File: config.mk
export PLATFORM = sky130hd
export DESIGN_NAME = ca_code_gen
export DESIGN_NICKNAME = d
export VERILOG_FILES = /design/src/rtl/gps_pkg.sv /design/src/rtl/ca_lfsr10.sv /design/src/rtl/ca_code_gen.sv
export SDC_FILE = /design/constraint.sdc
export NUM_CORES = 1
export LEC_CHECK = 0
export BUFFER_PORTS_ARGS = -buffer_cell sky130_fd_sc_hd__buf_2
export CORE_MARGIN = 2
export CORE_UTILIZATION = 45
export CTS_CLUSTER_DIAMETER = 30
export DETAILED_ROUTE_END_ITERATION = 16
export PLACE_DENSITY_LB_ADDON = 0.1
export SYNTH_ARGS = -nofsm -noshare
export SYNTH_HDL_FRONTEND = slang
export SYNTH_SLANG_ARGS = --single-unit
export TNS_END_PERCENT = 30
File: constraint.sdc
create_clock -name clk -period 4.2 [get_ports clk]
set_input_delay 0.42 -clock clk [delete_from_list [all_inputs] [get_ports clk]]
set_output_delay 0.42 -clock clk [all_outputs]
set_load 0.02 [all_outputs]
File: src/rtl/gps_pkg.sv
// Shared GPS L1 C/A constants: code length, PRN width, G1/G2 polynomials
// and the IS-GPS-200 G2 phase-tap table for PRN 1..32.
package gps_pkg;

  localparam int CA_CODE_LEN = 1023;
  localparam int PRN_W       = 6;
  localparam int NUM_PRN     = 32;

  // Bit k-1 set means x^k is a feedback term: G1 = 1+x^3+x^10, G2 = 1+x^2+x^3+x^6+x^8+x^9+x^10.
  localparam logic [9:0] G1_POLY = 10'h204;
  localparam logic [9:0] G2_POLY = 10'h3A6;

  typedef struct packed {
    logic [3:0] s1;
    logic [3:0] s2;
  } tap_pair_t;

  localparam tap_pair_t G2_TAPS [NUM_PRN] = '{
    '{4'd2, 4'd6},  '{4'd3, 4'd7},  '{4'd4, 4'd8},  '{4'd5, 4'd9},
    '{4'd1, 4'd9},  '{4'd2, 4'd10}, '{4'd1, 4'd8},  '{4'd2, 4'd9},
    '{4'd3, 4'd10}, '{4'd2, 4'd3},  '{4'd3, 4'd4},  '{4'd5, 4'd6},
    '{4'd6, 4'd7},  '{4'd7, 4'd8},  '{4'd8, 4'd9},  '{4'd9, 4'd10},
    '{4'd1, 4'd4},  '{4'd2, 4'd5},  '{4'd3, 4'd6},  '{4'd4, 4'd7},
    '{4'd5, 4'd8},  '{4'd6, 4'd9},  '{4'd1, 4'd3},  '{4'd4, 4'd6},
    '{4'd5, 4'd7},  '{4'd6, 4'd8},  '{4'd7, 4'd9},  '{4'd8, 4'd10},
    '{4'd1, 4'd6},  '{4'd2, 4'd7},  '{4'd3, 4'd8},  '{4'd4, 4'd9}
  };

  function automatic logic prn_ok(input logic [PRN_W-1:0] prn);
    return (prn >= 6'd1) && (prn <= 6'd32);
  endfunction

  // prn_lo is the low five bits of a valid PRN; PRN 32 wraps to table entry 31.
  function automatic logic ca_chip(input logic [9:0] g1, input logic [9:0] g2,
                                   input logic [4:0] prn_lo);
    logic [4:0] idx;
    tap_pair_t  taps;
    logic [3:0] i1;
    logic [3:0] i2;
    idx  = prn_lo - 5'd1;
    taps = G2_TAPS[idx];
    i1   = taps.s1 - 4'd1;
    i2   = taps.s2 - 4'd1;
    return g1[9] ^ g2[i1] ^ g2[i2];
  endfunction

endpackage

File: src/rtl/ca_lfsr10.sv
// One 10-stage Fibonacci LFSR; stage k lives in bit k-1 and feeds stage k+1.
// Exposes the state it will hold after this edge so the parent can register its output.
module ca_lfsr10 #(
  parameter logic [9:0] POLY = 10'h204
) (
  input  logic       clk,
  input  logic       rst,
  input  logic       i_load_ones,
  input  logic       i_step,
  output logic [9:0] o_next_state
);

  logic [9:0] r_state;
  logic       w_feedback;

  // NOTE: defaults first so every path assigns every output -- no latch is inferred.
  always_comb begin
    w_feedback   = ^(r_state & POLY);
    o_next_state = r_state;
    if (i_load_ones)  o_next_state = '1;
    else if (i_step)  o_next_state = {r_state[8:0], w_feedback};
  end

  // NOTE: non-blocking assignment so every flop samples pre-edge values.
  always_ff @(posedge clk or posedge rst) begin
    if (rst) r_state <= '1;
    else     r_state <= o_next_state;
  end

endmodule

File: src/rtl/ca_code_gen.sv
// GPS L1 C/A code generator with registered outputs.
// Define CA_CODE_NCO_EN to advance chips from a code NCO carry instead of chip_en.
module ca_code_gen
  import gps_pkg::*;
#(
  parameter int NCO_W = 32
) (
  input  logic             clk,
  input  logic             rst,
  input  logic [PRN_W-1:0] prn_sel,
  input  logic             prn_load,
`ifdef CA_CODE_NCO_EN
  input  logic [NCO_W-1:0] code_fcw,
`else
  input  logic             chip_en,
`endif
  output logic             code_out,
  output logic             chip_strobe,
  output logic             epoch,
  output logic [9:0]       chip_idx,
  output logic             prn_valid
);

  if (NCO_W < 2) begin : g_bad_nco_w
    $error("NCO_W must be at least 2");
  end

  logic             w_adv;
  logic             w_wrap;
  logic             w_load_ones;
  logic             w_step;
  logic [9:0]       w_g1_next;
  logic [9:0]       w_g2_next;
  logic [PRN_W-1:0] w_prn_next;

  logic [PRN_W-1:0] r_prn;
  logic [9:0]       r_chip_idx;
  logic             r_code_out;
  logic             r_chip_strobe;
  logic             r_epoch;
  logic             r_prn_valid;

`ifdef CA_CODE_NCO_EN
  logic [NCO_W-1:0] r_acc;
  logic [NCO_W-1:0] w_acc_sum;
  logic             w_carry;

  assign {w_carry, w_acc_sum} = {1'b0, r_acc} + {1'b0, code_fcw};
  assign w_adv                = w_carry;

  always_ff @(posedge clk or posedge rst) begin
    if (rst)           r_acc <= '0;
    else if (prn_load) r_acc <= '0;
    else               r_acc <= w_acc_sum;
  end
`else
  assign w_adv = chip_en;
`endif

  // A load wins over a same-cycle advance; the last chip of a period reloads all ones.
  assign w_wrap      = w_adv && (r_chip_idx == 10'(CA_CODE_LEN - 1));
  assign w_load_ones = prn_load | w_wrap;
  assign w_step      = w_adv & ~prn_load;
  assign w_prn_next  = prn_load ? prn_sel : r_prn;

  ca_lfsr10 #(.POLY(G1_POLY)) u_g1 (
    .clk          (clk),
    .rst          (rst),
    .i_load_ones  (w_load_ones),
    .i_step       (w_step),
    .o_next_state (w_g1_next)
  );

  ca_lfsr10 #(.POLY(G2_POLY)) u_g2 (
    .clk          (clk),
    .rst          (rst),
    .i_load_ones  (w_load_ones),
    .i_step       (w_step),
    .o_next_state (w_g2_next)
  );

  always_ff @(posedge clk or posedge rst) begin
    if (rst) begin
      r_prn         <= 6'd1;
      r_prn_valid   <= 1'b1;
      r_chip_idx    <= '0;
      r_code_out    <= 1'b1;
      r_epoch       <= 1'b0;
      r_chip_strobe <= 1'b0;
    end else begin
      r_prn       <= w_prn_next;
      r_prn_valid <= prn_ok(w_prn_next);
      r_code_out  <= prn_ok(w_prn_next) & ca_chip(w_g1_next, w_g2_next, w_prn_next[4:0]);
      if (prn_load) begin
        r_chip_idx    <= '0;
        r_epoch       <= 1'b0;
        r_chip_strobe <= 1'b0;
      end else if (w_adv) begin
        r_chip_idx    <= w_wrap ? 10'd0 : r_chip_idx + 10'd1;
        r_epoch       <= w_wrap;
        r_chip_strobe <= 1'b1;
      end else begin
        r_epoch       <= 1'b0;
        r_chip_strobe <= 1'b0;
      end
    end
  end

  assign code_out    = r_code_out;
  assign chip_strobe = r_chip_strobe;
  assign epoch       = r_epoch;
  assign chip_idx    = r_chip_idx;
  assign prn_valid   = r_prn_valid;

endmodule

# [Word level (Yosys, flattened, before mapping)]
# Memory sizes are Yosys's and may differ from the RTL's.
# Cells that the tools add are included.
[totals] regBits=40 romBits=256 n_memories=1
[op_classes] add_sub_neg=4 magnitude_cmp=5 n_eq_ne=1 muxes=18 n_bitwise=7 n_reduce_logical=6
[mem_list] memory="(no name shown)" words=32 width=8 read_ports=1 rd_ports_with_merged_regs=0 write_ports=0 line="gps_pkg.sv:41" text="taps = G2_TAPS[idx];"
[ops] cell="$mux 10" n=7
[ops] cell="$reduce_xor 10->1" n=2
[ops] cell="$mux 8" n=2
[ops] cell="$add 10x1->10 const B" n=1
[ops] cell="$eq 10x10->1 const B" n=1
[ops] cell="$lt 4x5->1 const B" n=2
[ops] cell="$bmux 1 s4" n=2
[ops] cell="$sub 4x1->4 const B" n=2
[ops] cell="$ge 6x1->1 const B" n=1
[ops] cell="$ge 6x6->1 const B" n=1
[ops] cell="$le 6x6->1 const B" n=1
[ops] cell="$mux 1" n=6
[ops] cell="$mux 6" n=1
[ops] cell="$not 5->6" n=1
[ops] cell="$sub 5x1->5 const B" n=1
[ops] cell="$reduce_bool 2->1" n=2
[ops] cell="$and 1x1->1" n=2
[ops] cell="$logic_and 1x1->1" n=2
[ops] cell="$xor 1x1->1" n=2
[ops] cell="$not 1->1" n=1
[ops] cell="$or 1x1->1" n=1

# [Logic depth before layout (Yosys ltp)]
# Gate-level depths: netlist (run 1).
[logic_depth] ltp_word=12 mapped_depth=20 ltp_nobuf=18

# [Hierarchy]
# Synthesis (run 1) repeated with hierarchy kept, for this count alone.
[unflattened] cells_unflattened=316 area_unflattened_um2=2966.6
[by_module_without_submodules] module="ca_code_gen" n_inst=1 cells_each=243 area_per_inst_um2=2059.5 seq_area_each_um2=504.2
[by_module_without_submodules] module="ca_lfsr10 (u_g2)" n_inst=1 cells_each=39 area_per_inst_um2=481.7 seq_area_each_um2=262.8
[by_module_without_submodules] module="ca_lfsr10 (u_g1)" n_inst=1 cells_each=34 area_per_inst_um2=425.4 seq_area_each_um2=262.8

# [Worst setup path after synthesis (run 1)]
# OpenSTA, ideal clock, no wires.
[synth_timing] path_kind="input port to flip-flop" from="in prn_load" to="reg r_code_out (netlist: code_out)" setup_ns=0.068 t_arrival_ns=4.709 required_ns=4.132 path_slack_ns=-0.576 cell_stages=20 path_buffers=3 path_cell_list="buf_6 > mux2i_1 > ha_1 > inv_1 > ha_1 > buf_2 > clkinv_1 > a31oi_1 > a32oi_1 > or2_1 > buf_2 > ha_1 > inv_1 > a2111oi_0 > or4_1 > and4_1 > a2111o_1 > a21o_1 > a21o_1 > a21boi_2"
[synth_via] elab_chain_cells=12 word_cells_on_any_way=25 classes_between="3 x add/sub; 2 x order compare; 11 x mux; 7 x bitwise; 1 x reduce/logical; 1 x memory"
[synth_lines] item="start, declared" line="ca_code_gen.sv:11" text="input logic prn_load,"
[synth_lines] item="$mux 6" line="ca_code_gen.sv:64" text="assign w_prn_next = prn_load ? prn_sel : r_prn;"
[synth_lines] item="$sub 5x1->5" line="gps_pkg.sv:40" text="idx = prn_lo - 5'd1;"
[synth_lines] item="$not 5->6 (not written as such)" line="gps_pkg.sv:41"
[synth_lines] item="$mem_v2 32x8"
[synth_lines] item="$mux 8 (not written as such) (2 in series)" line="gps_pkg.sv:41"
[synth_lines] item="$sub 4x1->4" line="gps_pkg.sv:42" text="i1 = taps.s1 - 4'd1;"
[synth_lines] item="$bmux 1 s4" line="gps_pkg.sv:44" text="return g1[9] ^ g2[i1] ^ g2[i2];"
[synth_lines] item="$mux 1 (not written as such)" line="gps_pkg.sv:44"
[synth_lines] item="$xor 1x1->1 (2 in series)" line="gps_pkg.sv:44"
[synth_lines] item="$and 1x1->1 (*)" line="ca_code_gen.sv:93" text="r_code_out <= prn_ok(w_prn_next) & ca_chip(w_g1_next, w_g2_next, w_prn_next[4:0]);"
[synth_lines] item="end signal, assigned" line="ca_code_gen.sv:93"
[synth_lines] item="end, declared" line="ca_code_gen.sv:38" text="logic r_code_out;"
# Mark *: on every way between the ends. The rest lies on a longest branch, timed or not. The select of a mux whose other input is x is not followed.
# A chain may end at the register's enable or synchronous reset.

# [Worst setup path in the final report (run 1)]
[layout_timing] from="reg r_prn[0]" to="reg r_code_out (netlist: code_out)"
[layout_via] elab_chain_cells=12 word_cells_on_any_way=18 classes_between="3 x add/sub; 2 x order compare; 7 x mux; 4 x bitwise; 1 x reduce/logical; 1 x memory"
[layout_lines] item="start, declared" line="ca_code_gen.sv:36" text="logic [PRN_W-1:0] r_prn;"
[layout_lines] item="start signal, assigned" line="ca_code_gen.sv:91" text="r_prn <= w_prn_next;"
[layout_lines] item="$mux 6 (*)" line="ca_code_gen.sv:64"
[layout_lines] item="$sub 5x1->5" line="gps_pkg.sv:40"
[layout_lines] item="$not 5->6 (not written as such)" line="gps_pkg.sv:41"
[layout_lines] item="$mem_v2 32x8"
[layout_lines] item="$mux 8 (not written as such) (2 in series)" line="gps_pkg.sv:41"
[layout_lines] item="$sub 4x1->4" line="gps_pkg.sv:42"
[layout_lines] item="$bmux 1 s4" line="gps_pkg.sv:44"
[layout_lines] item="$mux 1 (not written as such)" line="gps_pkg.sv:44"
[layout_lines] item="$xor 1x1->1 (2 in series)" line="gps_pkg.sv:44"
[layout_lines] item="$and 1x1->1 (*)" line="ca_code_gen.sv:93"
# Marks and branches as above.

==> results of run 1 <==
## final timing paths
path	from	endpoint	slack (ns)	depth (start not counted)
worst min register to register	r_prn[5]	r_prn[5]	0.52	1
worst max-delay path	r_prn[0]	code_out	0.27	17
worst max register to register	r_prn[0]	code_out	0.27	17
worst min-delay path	rst	r_prn[1]	0.23	3
max in group asynchronous	rst	u_g2.r_state[4]	3.59	3
min in group clk	prn_sel[5]	r_prn[5]	0.40	2
## registers in the layout, summed over array words and instances (netlist names)
| signal | count |
|---|---|
| chip_idx | 10 |
| u_g1.r_state | 10 |
| u_g2.r_state | 10 |
| r_prn | 6 |
| chip_strobe | 1 |
| code_out | 1 |
| epoch | 1 |
| prn_valid | 1 |
## layout by cell type, fill, tap and decap left out, types with 3 or more instances in the layout
master	n
a31oi_1	5
buf_4	22
or3_1	3
nor3_1	9
and4_1	3
nor4_1	3
buf_2	23
o21ai_0	10
inv_2	4
o211ai_1	6
a21oi_1	19
clkbuf_8	6
dfstp_2	23
mux2_2	4
nand4_1	4
nand2_1	33
a21o_1	4
xor2_1	5
nand3_1	14
ha_4	3
inv_1	9
mux2i_1	19
mux2i_4	4
a211oi_1	6
dfrtp_1	17
xnor2_1	7
ha_1	8
nor2_1	25
## critical path: cells and delay by family (launching register included)
family / cells / cell delay [ns]
compound gates: 7 / 1.33
simple gates: 4 / 0.83
fa+ha+maj: 3 / 0.74
flops: 1 / 0.58
buf+inv: 2 / 0.30
mux: 1 / 0.09
## timing repair
action | 4_1_cts | 5_1_grt
resized for setup | 0 | 1
hold buffers | 0 | 0
setup endpoints to repair | 0 | 1
setup buffers | 0 | 0
## cell families after synthesis
group	count (synthesis)
compound gates	84
xor+xnor	13
fa+ha+maj	11
buf+inv	31
flops	40
mux	30
simple gates	105
## stage by stage
stage	hold slack, ns	setup WS (ns)	TNS (ns)	instance area, µm²
2_1_floorplan	0.485	0.0157	0	3030
3_3_place_gp	0.503	0.0430	0	3320
3_5_place_dp	0.505	-0.0128	-0.0128	3320
4_1_cts	0.249	0.231	0	3440
5_1_grt	0.297	0.0216	0	3440
6_report	0.233	0.267	0	3440
## final cells by class
class	instances	area share [%]
sequential	40	30.0
clock buffer	7	3.13
tap	77	2.80
multi-input combinational	243	53.1
inverter	16	1.97
clock inverter	1	0.255
timing repair buffer	46	8.74
## routing by layer
metal  wire, µm  GRT usage (%)  part of all wire, %
met5          0              0                    0
met4         54           5.34                 0.80
met3        232           3.11                  3.5
met2       3000           31.3                   45
met1       3430           28.7                   51
## power by group through the flow
stage	clock (mW)	combinational, mW	sequential [mW]
detailed placement	0	0.491	0.426
global route	0.339	0.548	0.422
finish	0.310	0.497	0.420
CTS	0.325	0.493	0.420
floorplan	0	0.366	0.433
global placement	0	0.485	0.427
==> impl_metrics.csv, run 1 <==
group,metric,value,unit
synthesis,yosys_warnings,0,
synthesis,synthFlopType,"dfstp_2",
worst_setup_path,worstPathRequired,4.43,ns
worst_setup_path,endpoint_kind,"register",
routing,wire_per_inst,15.6,µm
place,place_inst,422,
final_layout,antennaDiodeCount,0,
floorplan,die_area,0.00723,mm²
synthesis,yosys.area_share.xor_xnor,4.32,%
routing,viasPerCell,5.78,
routing,ant_nets,0,
floorplan,placement_rows,29,
synthesis,synthTopCellsByCount,"nand2_1 (33), nor2_1 (25), dfstp_2 (23)",
sta,rsz0062_at_grt,"no",
global_routing,grt_pass1_wl,11700,µm
sta,hold_viol_final,0,
final_layout,multi_input_area,0.00183,mm²
final_layout,area_delta_synth_final,16.3,%
routing,vias,2485,
place,place_hpwl,5080,µm
synthesis,yosys.area.top_type,"dfstp_2",
floorplan,core,0.00635,mm²
synthesis,synthSimpleGateAreaFrac,17.6,%
synthesis,synth_area_leaders,"dfstp_2 (20%), dfrtp_1 (14%), mux2i_1 (6.8%), ha_1 (4.7%), nand2_1 (4.2%)",
power_and_ir_drop,intPower,790,µW
run,drv_cap,0,
clocking,clock-sinks,40,
worst_setup_path,crit_top_cell,"ha_4",
worst_setup_path,crit_path_max_incr_delay,0.58,ns
power_and_ir_drop,clockPowerShare,25.3,%
synthesis,synth_seq_cells,40,
min_path,hp-class,"in -> async",
worst_setup_path,worstSetupStartpointType,"register",
power_and_ir_drop,p_switching,436,µW
outcome,outcome,"finished, final reports clean",
sta,setup_viol,0,
place,globalplace.congestion,0.896,
worst_setup_path,cp_cell_sequence,"mux2i_4 > ha_4 > inv_2 > ha_4 > buf_4 > a31oi_1 > a21oi_1 > o21ai_1 > nand2_1 > ha_4 > nor2_1 > or4_1 > and4_1 > a2111o_1 > a21o_1 > a21o_1 > a21boi_2",
synthesis,synth_compound_area_share,21.0,%
sta,tightest_slew,0.523,ns
power_and_ir_drop,sw_frac_of_total,35.6,%
sta,maxSlewViolCount,0,
clocking,cts_buffers,5,
synthesis,yosysSeqAreaShare,34.8,%
synthesis,synthesis.nets,335,
clocking,clk_pin_slew_worst_paths,0.08,ns
global_routing,grt_pass1_vias,2480,
clocking,clockRootBuffer,"clkbuf_8",
synthesis,synth_top_family_by_area,"compound AO/OA/AOI/OAI gates",
routing,drcViolationCount,0,
final_layout,post-route-util,54.1,%
place,numPortBuffers,23,
power_and_ir_drop,leakagePower,1.44,nW
final_layout,drive_gt1_share,30.0,%
sta,period_share,93.6,%
sta,min_period,3.93,ns
floorplan,die_h,85.0,µm
power_and_ir_drop,ir_drop,0.261,mV
worst_setup_path,critical-path-slowest-cell,"dfstp_2",
clocking,cts_tree,"yes",
power_and_ir_drop,combPwrFrac,40.5,%
routing,wirelength,6720,µm
floorplan,io_pins,24,
clocking,clock_latency,0.29,ns
final_layout,seq_area,0.00103,mm²
final_layout,instances_no_fill,430,
clocking,clockBufferDepth,2,
sta,skew,0.00657,ns
synthesis,synth.distinct_cells,67,
global_routing,grt.overflow.total,0,
worst_setup_path,critPathMaxFanout,11,
sta,slew_headroom,64.7,%
synthesis,synth_edf_count,0,
power_and_ir_drop,powerDensity,357,mW/mm²
clocking,cts_max_level,2,
power_and_ir_drop,power,1.23,mW
global_routing,antenna_found_initial,0,
routing,drt_iter0_drc,117,
worst_setup_path,crit_arrival,4.16,ns
floorplan,die_w,85.0,µm
synthesis,synth.top_cell.area_share,20.4,%
floorplan,initial_utilization,46.5,%
synthesis,async_flop_share,100,%
worst_setup_path,critPathKind,"reg -> reg",
synthesis,syn_inst,314,
synthesis,synth_fa_ha_area_share,4.66,%
synthesis,muxShareOfSynthArea,12.6,%
power_and_ir_drop,sequentialPowerShare,34.2,%
final_layout,num-fill-cells,570,
global_routing,grt_max_degree,41,
global_routing,grt.total_usage,19.9,%
synthesis,synth_area_per_cell,9.41,µm²
routing,drtPass1Iterations,4,
synthesis,syn_area,0.00296,mm²
synthesis,synth.most_common_cell,"nand2_1",
sta,fmaxAchievable,254,MHz
final_layout,fin_nets,373,
(Power assumes the default switching activity.)
==> run 2: changes to the inputs <==
- SYNTH_HIERARCHICAL: not set -> 1
==> run 2 against run 1 <==
  * Wire length up 0.71%
  * Combinational power fell by 8.9%
  * Sequential power grew 3%
  * Clock skew is essentially flat
  * Cell area is 3.3% lower
  * Cell count down 1.9%
  * Synthesized cell count grew 0.64%
  * Sequential cell count unchanged
  * Setup slack better by 0.25 ns
  * Critical path type is now in -> reg
  * Non-clock buffer count down 11
  * Synthesized area increased by 0.38%
  * First-iteration DRC count grew 14%
==> impl_metrics.csv, run 2 <==
group,metric,value,unit
outcome,outcome,"finished, final reports clean",
final_layout,drive_gt1_share,25.8,%
floorplan,placement_rows,29,
synthesis,yosys.area.top_type,"dfstp_2",
sta,tightest_slew,0.816,ns
routing,vias,2469,
synthesis,synth.most_common_cell,"nand2_1",
routing,drtPass1Iterations,4,
synthesis,synthesis.nets,336,
place,place_hpwl,4990,µm
floorplan,die_w,85.2,µm
synthesis,synth_edf_count,0,
routing,drt_iter0_drc,133,
clocking,clockRootBuffer,"clkbuf_8",
synthesis,synth.top_cell.area_share,20.4,%
final_layout,antennaDiodeCount,0,
clocking,ctsHoldBuffers,0,
clocking,post_cts_resized,0,
clocking,clockBufferDepth,2,
worst_setup_path,rr_worst_depth,15,
place,numPortBuffers,23,
synthesis,yosys_warnings,6,
routing,wire_per_inst,16.0,µm
min_path,hp-class,"in -> async",
global_routing,grt.total_usage,19.8,%
worst_setup_path,critPathKind,"in -> reg",
synthesis,syn_inst,316,
final_layout,num-fill-cells,587,
power_and_ir_drop,powerDensity,365,mW/mm²
synthesis,yosysSeqAreaShare,34.7,%
final_layout,final_cell_mix,"nand2_1 (27), nor2_1 (25), dfstp_2 (23), buf_2 (23), mux2i_1 (19)",
floorplan,core,0.00635,mm²
routing,drcViolationCount,0,
synthesis,synth_area_leaders,"dfstp_2 (20%), dfrtp_1 (14%), mux2i_1 (6.4%), ha_1 (4.2%), nand2_1 (3.4%)",
floorplan,io_pins,24,
power_and_ir_drop,ir_drop,0.174,mV
sta,setup_tns,0,ns
worst_setup_path,worstPathRequired,4.43,ns
final_layout,seq_area,0.00103,mm²
clocking,cts_max_level,2,
global_routing,grt_max_degree,25,
worst_setup_path,endpoint_kind,"register",
floorplan,initial_utilization,46.7,%
sta,hold_viol_final,0,
sta,min_period,3.68,ns
place,globalplace.congestion,0.844,
run,drv_cap,0,
global_routing,grt.overflow.total,0,
final_layout,final_common_cell,"nand2_1",
synthesis,synthFlopType,"dfstp_2",
sta,setup_viol,0,
final_layout,multi_input_area,0.00182,mm²
sta,rsz0062_at_grt,"no",
routing,ant_nets,0,
clocking,clk_pin_slew_worst_paths,0.09,ns
synthesis,synth_seq_cells,40,
power_and_ir_drop,power,1.21,mW
worst_setup_path,crit_arrival,3.91,ns
synthesis,synthTopCellsByCount,"nand2_1 (27), nor2_1 (25), dfstp_2 (23)",
sta,period_share,87.6,%
worst_setup_path,crit_path_max_incr_delay,0.38,ns
sta,whs,0.277,ns
floorplan,die_h,85.2,µm
routing,viasPerCell,5.85,
global_routing,antenna_found_initial,0,
clocking,cts_buffers,5,
sta,maxSlewViolCount,0,
worst_setup_path,critPathMaxFanout,24,
clocking,postCtsSetupBuffers,0,
global_routing,grt_pass1_vias,2378,
synthesis,synth.distinct_cells,64,
global_routing,grt_pass1_wl,11600,µm
clocking,clock_latency,0.29,ns
worst_setup_path,critical-path-slowest-cell,"ha_1",
clocking,cts_tree,"yes",
worst_setup_path,cp_cell_sequence,"buf_2 > buf_4 > mux2i_2 > inv_2 > ha_1 > buf_4 > nand2b_1 > a221oi_1 > a211o_2 > ha_1 > mux4_2 > a21bo_1 > mux2i_1 > o21a_1 > o21ai_0 > nor3b_2",
final_layout,fin_nets,364,
sta,skew,0.00632,ns
synthesis,syn_area,0.00297,mm²
final_layout,area_delta_synth_final,12.0,%
sta,fmaxAchievable,272,MHz
clocking,clock-sinks,40,
synthesis,async_flop_share,100,%
worst_setup_path,worstSetupStartpointType,"input port",
routing,wirelength,6770,µm
sta,slew_headroom,45.4,%
synthesis,synth_area_per_cell,9.39,µm²
floorplan,die_area,0.00726,mm²
power_and_ir_drop,leakagePower,1.43,nW
run 2: cell count changes in the layout (fill, tap and decap cells not counted), moves of 3 or more:
cell,before,now
a211o_1,2,10
buf_4,22,12
nand3_1,14,9
nand2_1,33,27
inv_1,9,12
and3_1,0,6
o21a_1,1,4
nor2b_1,0,8
o21ai_0,10,14
ha_4,3,0
a21oi_1,19,12
a21o_1,4,0
run 2: worst paths after layout:
check | from | endpoint | slack (ns)
min | rst | chip_idx[5] | 0.28
max in group asynchronous | rst | epoch | 3.44
max reg2reg | r_prn[1] | code_out | 0.57
max | prn_load | code_out | 0.52
min in group clk | prn_sel[5] | r_prn[5] | 0.41
min reg2reg | r_prn[5] | r_prn[5] | 0.53
run 2: per-stage QoR:
stage          util, %  worst slack (ns)  std cells  instance area [µm²]
2_1_floorplan        -            0.0827        316                 2980
3_5_place_dp      50.5             0.237        414                 3210
3_3_place_gp      50.5             0.363        414                 3210
4_1_cts           52.3             0.540        422                 3320
5_1_grt           52.3             0.259        422                 3320
6_report          52.3             0.519        422                 3320
run 2: metal layers:
| layer | share of wire [%] | track usage, % |
|---|---|---|
| met1 | 48 | 29.0 |
| met2 | 46 | 30.5 |
| met3 | 4.8 | 2.82 |
| met4 | 1.9 | 5.48 |
| met5 | 0 | 0 |
run 2: logic make-up (layout without fill, tap and decap cells):
| logic type | after synthesis | after routing | share of synthesized area [%] |
|---|---|---|---|
| buffers and inverters | 29 | 58 | 4.30 |
| adders and majority gates | 10 | 10 | 4.22 |
| xor gates and xnor gates | 15 | 15 | 4.89 |
| muxes | 29 | 29 | 11.5 |
| DFF | 40 | 40 | 34.7 |
| AOI/OAI and AO/OA | 79 | 79 | 20.2 |
| and+or+nand+nor | 114 | 114 | 20.2 |
run 2: area by class of cell:
type,instances,share of cell area (%)
clock buffers,5,2.07
clock inverters,3,1.36
inverters,15,1.69
multi-input cells,247,54.8
flip-flops and latches,40,31.0
well taps,77,2.90
repair buffers,35,6.18
run 2: worst max-delay path, delay by kind of cell:
| family | cells | cell delay [ns] |
|---|---|---|
| adders and majority gates | 2 | 0.74 |
| buffers and inverters | 4 | 0.77 |
| AOI/OAI and AO/OA | 5 | 0.94 |
| and+or+nand+nor | 2 | 0.34 |
| muxes | 3 | 0.66 |
run 2: report_power, final:
group | switching, mW | total, mW | internal, mW | leakage, nW
sequential | 0.0148 | 0.431 | 0.416 | 0.466
clock | 0.149 | 0.328 | 0.180 | 0.0591
combinational | 0.257 | 0.453 | 0.196 | 0.907
==> run 3: changes to the inputs <==
- CORE_UTILIZATION: 45 -> 48
- MAX_ROUTING_LAYER: not set -> met4
==> run 3 against run 2 <==
  * Cell area is 0.87% lower
  * Core utilization up 3.0 points
  * Sequential cell count stayed put
  * Sequential share of layout area up 0.27 points
  * Clock skew up 0.00088 ns
  * Cell count down 0.47%
  * Critical path depth down 2
  * Global-route usage is 1.6 points higher
  * Via count increased by 1.3%
  * Register-to-register slack got worse by 0.04 ns
  * Critical path type is now reg -> reg
  * Largest power group unchanged
==> impl_metrics.csv, run 3 (synthesis gave the netlist of run 2 again) <==
group,metric,value,unit
outcome,outcome,"finished, final reports clean",
floorplan,die_area,0.00683,mm²
sta,skew,0.00720,ns
routing,viasPerCell,5.95,
worst_setup_path,critical-path-slowest-cell,"dfstp_2",
routing,drt_iter0_drc,83,
floorplan,die_w,82.6,µm
final_layout,seq_area,0.00103,mm²
clocking,clk_pin_slew_worst_paths,0.08,ns
clocking,postCtsSetupBuffers,0,
final_layout,stdcell_area,0.00329,mm²
routing,drt-met1-wl,3200,µm
sta,fmaxAchievable,273,MHz
place,globalplace.congestion,0.897,
final_layout,num-fill-cells,536,
worst_setup_path,r2r_start,"r_prn[0]",
sta,rsz0062_at_grt,"no",
final_layout,final_cell_mix,"nand2_1 (27), nor2_1 (25), dfstp_2 (23), buf_2 (23), mux2i_1 (19)",
final_layout,fin_nets,364,
place,place_inst,412,
place,place_area,0.00321,mm²
worst_setup_path,crit_arrival,3.89,ns
floorplan,io_pins,24,
worst_setup_path,crit_top_cell,"ha_1",
sta,hold_viol_final,0,
worst_setup_path,path_depth,14,
final_layout,area_delta_synth_final,11.0,%
clocking,clock_latency,0.29,ns
min_path,hp-class,"in -> async",
final_layout,drive_gt1_share,25.8,%
global_routing,antenna_found_initial,0,
worst_setup_path,crit_start,"r_prn[0]",
routing,drcViolationCount,0,
place,numPortBuffers,23,
worst_setup_path,worstSetupStartpointType,"register",
global_routing,grt_max_degree,23,
routing,top_layer,"met4",
worst_setup_path,critPathKind,"reg -> reg",
floorplan,core,0.00596,mm²
worst_setup_path,rr_worst_depth,14,
sta,setup_viol,0,
worst_setup_path,path_buf_inv,1,
global_routing,grt_pass1_vias,2227,
final_layout,antennaDiodeCount,0,
floorplan,placement_rows,28,
clocking,cts_buffers,5,
global_routing,grt_pass1_wl,10900,µm
routing,wirelength,6520,µm
routing,wire_per_inst,15.5,µm
worst_setup_path,endpoint_kind,"register",
final_layout,post-route-util,55.3,%
routing,wl_met2,2970,µm
final_layout,multi_input_area,0.00182,mm²
clocking,cts_max_level,2,
global_routing,grt.overflow.total,0,
clocking,ctsHoldBuffers,0,
worst_setup_path,cp_cell_sequence,"mux2i_4 > ha_1 > inv_1 > ha_1 > o311ai_0 > o211ai_1 > and2_1 > ha_1 > or3_1 > a21bo_1 > mux2i_1 > nor3_1 > o21ai_0 > nor3b_2",
sta,period_share,87.4,%
clocking,clockBufferDepth,2,
clocking,clock-sinks,40,
global_routing,grt.total_usage,21.3,%
power_and_ir_drop,leakagePower,1.42,nW
worst_setup_path,critPathMaxFanout,8,
sta,maxSlewViolCount,0,
place,place_hpwl,4810,µm
clocking,clockRootBuffer,"clkbuf_8",
sta,slew_headroom,47.6,%
floorplan,die_h,82.6,µm
worst_setup_path,crit_path_max_incr_delay,0.60,ns
routing,drtPass1Iterations,4,
routing,ant_nets,0,
worst_setup_path,crit_family,"compound AO/OA/AOI/OAI gates",
sta,min_period,3.67,ns
worst_setup_path,worstPathRequired,4.42,ns
power_and_ir_drop,ir_drop,0.168,mV
final_layout,instances_no_fill,420,
power_and_ir_drop,powerDensity,346,mW/mm²
floorplan,initial_utilization,49.8,%
sta,tightest_slew,0.786,ns
routing,wl_met3,250,µm
sta,setup_tns,0,ns
sta,whs,0.290,ns
clocking,post_cts_resized,0,
final_layout,final_common_cell,"nand2_1",
run,drv_cap,0,
routing,vias,2500,
clocking,cts_tree,"yes",
==> run 3: path summary, 6_finish.rpt <==
path	end	slack (ns)
min in group clk	r_prn[5]	0.40
setup reg to reg	code_out	0.53
max in group asynchronous	epoch	3.42
setup / recovery	code_out	0.53
hold / removal	chip_strobe	0.29
hold reg to reg	r_prn[5]	0.51
==> run 3: metrics by stage <==
step | setup slack, ns | total power [mW]
final | 0.531 | 1.14
after global routing | 0.292 | 1.22
after CTS | 0.551 | 1.15
after detailed placement | 0.283 | 0.886
after global placement | 0.370 | 0.882
after floorplan | 0.0827 | 0.788
==> run 3: final cells by class <==
| class | count | share of cell area (%) |
|---|---|---|
| clock buffers | 5 | 2.09 |
| clock inverters | 3 | 0.570 |
| inverters | 15 | 1.71 |
| multi-input cells | 247 | 55.3 |
| flip-flops and latches | 40 | 31.3 |
| well taps | 75 | 2.85 |
| repair buffers | 35 | 6.23 |
==> run 3: power breakdown <==
part	internal (mW)	total (mW)	switching, mW
Clock	0.116	0.256	0.140
Sequential	0.416	0.431	0.0153
Combinational	0.196	0.453	0.257
Total	0.728	1.14	0.412
==> run 3: metal layers <==
metal  vias to the layer above  GRT usage (%)
met5                         -              -
met4                         0           5.90
met3                         8           2.93
met2                        54           33.2
met1                      1212           29.3
li1                       1226              -
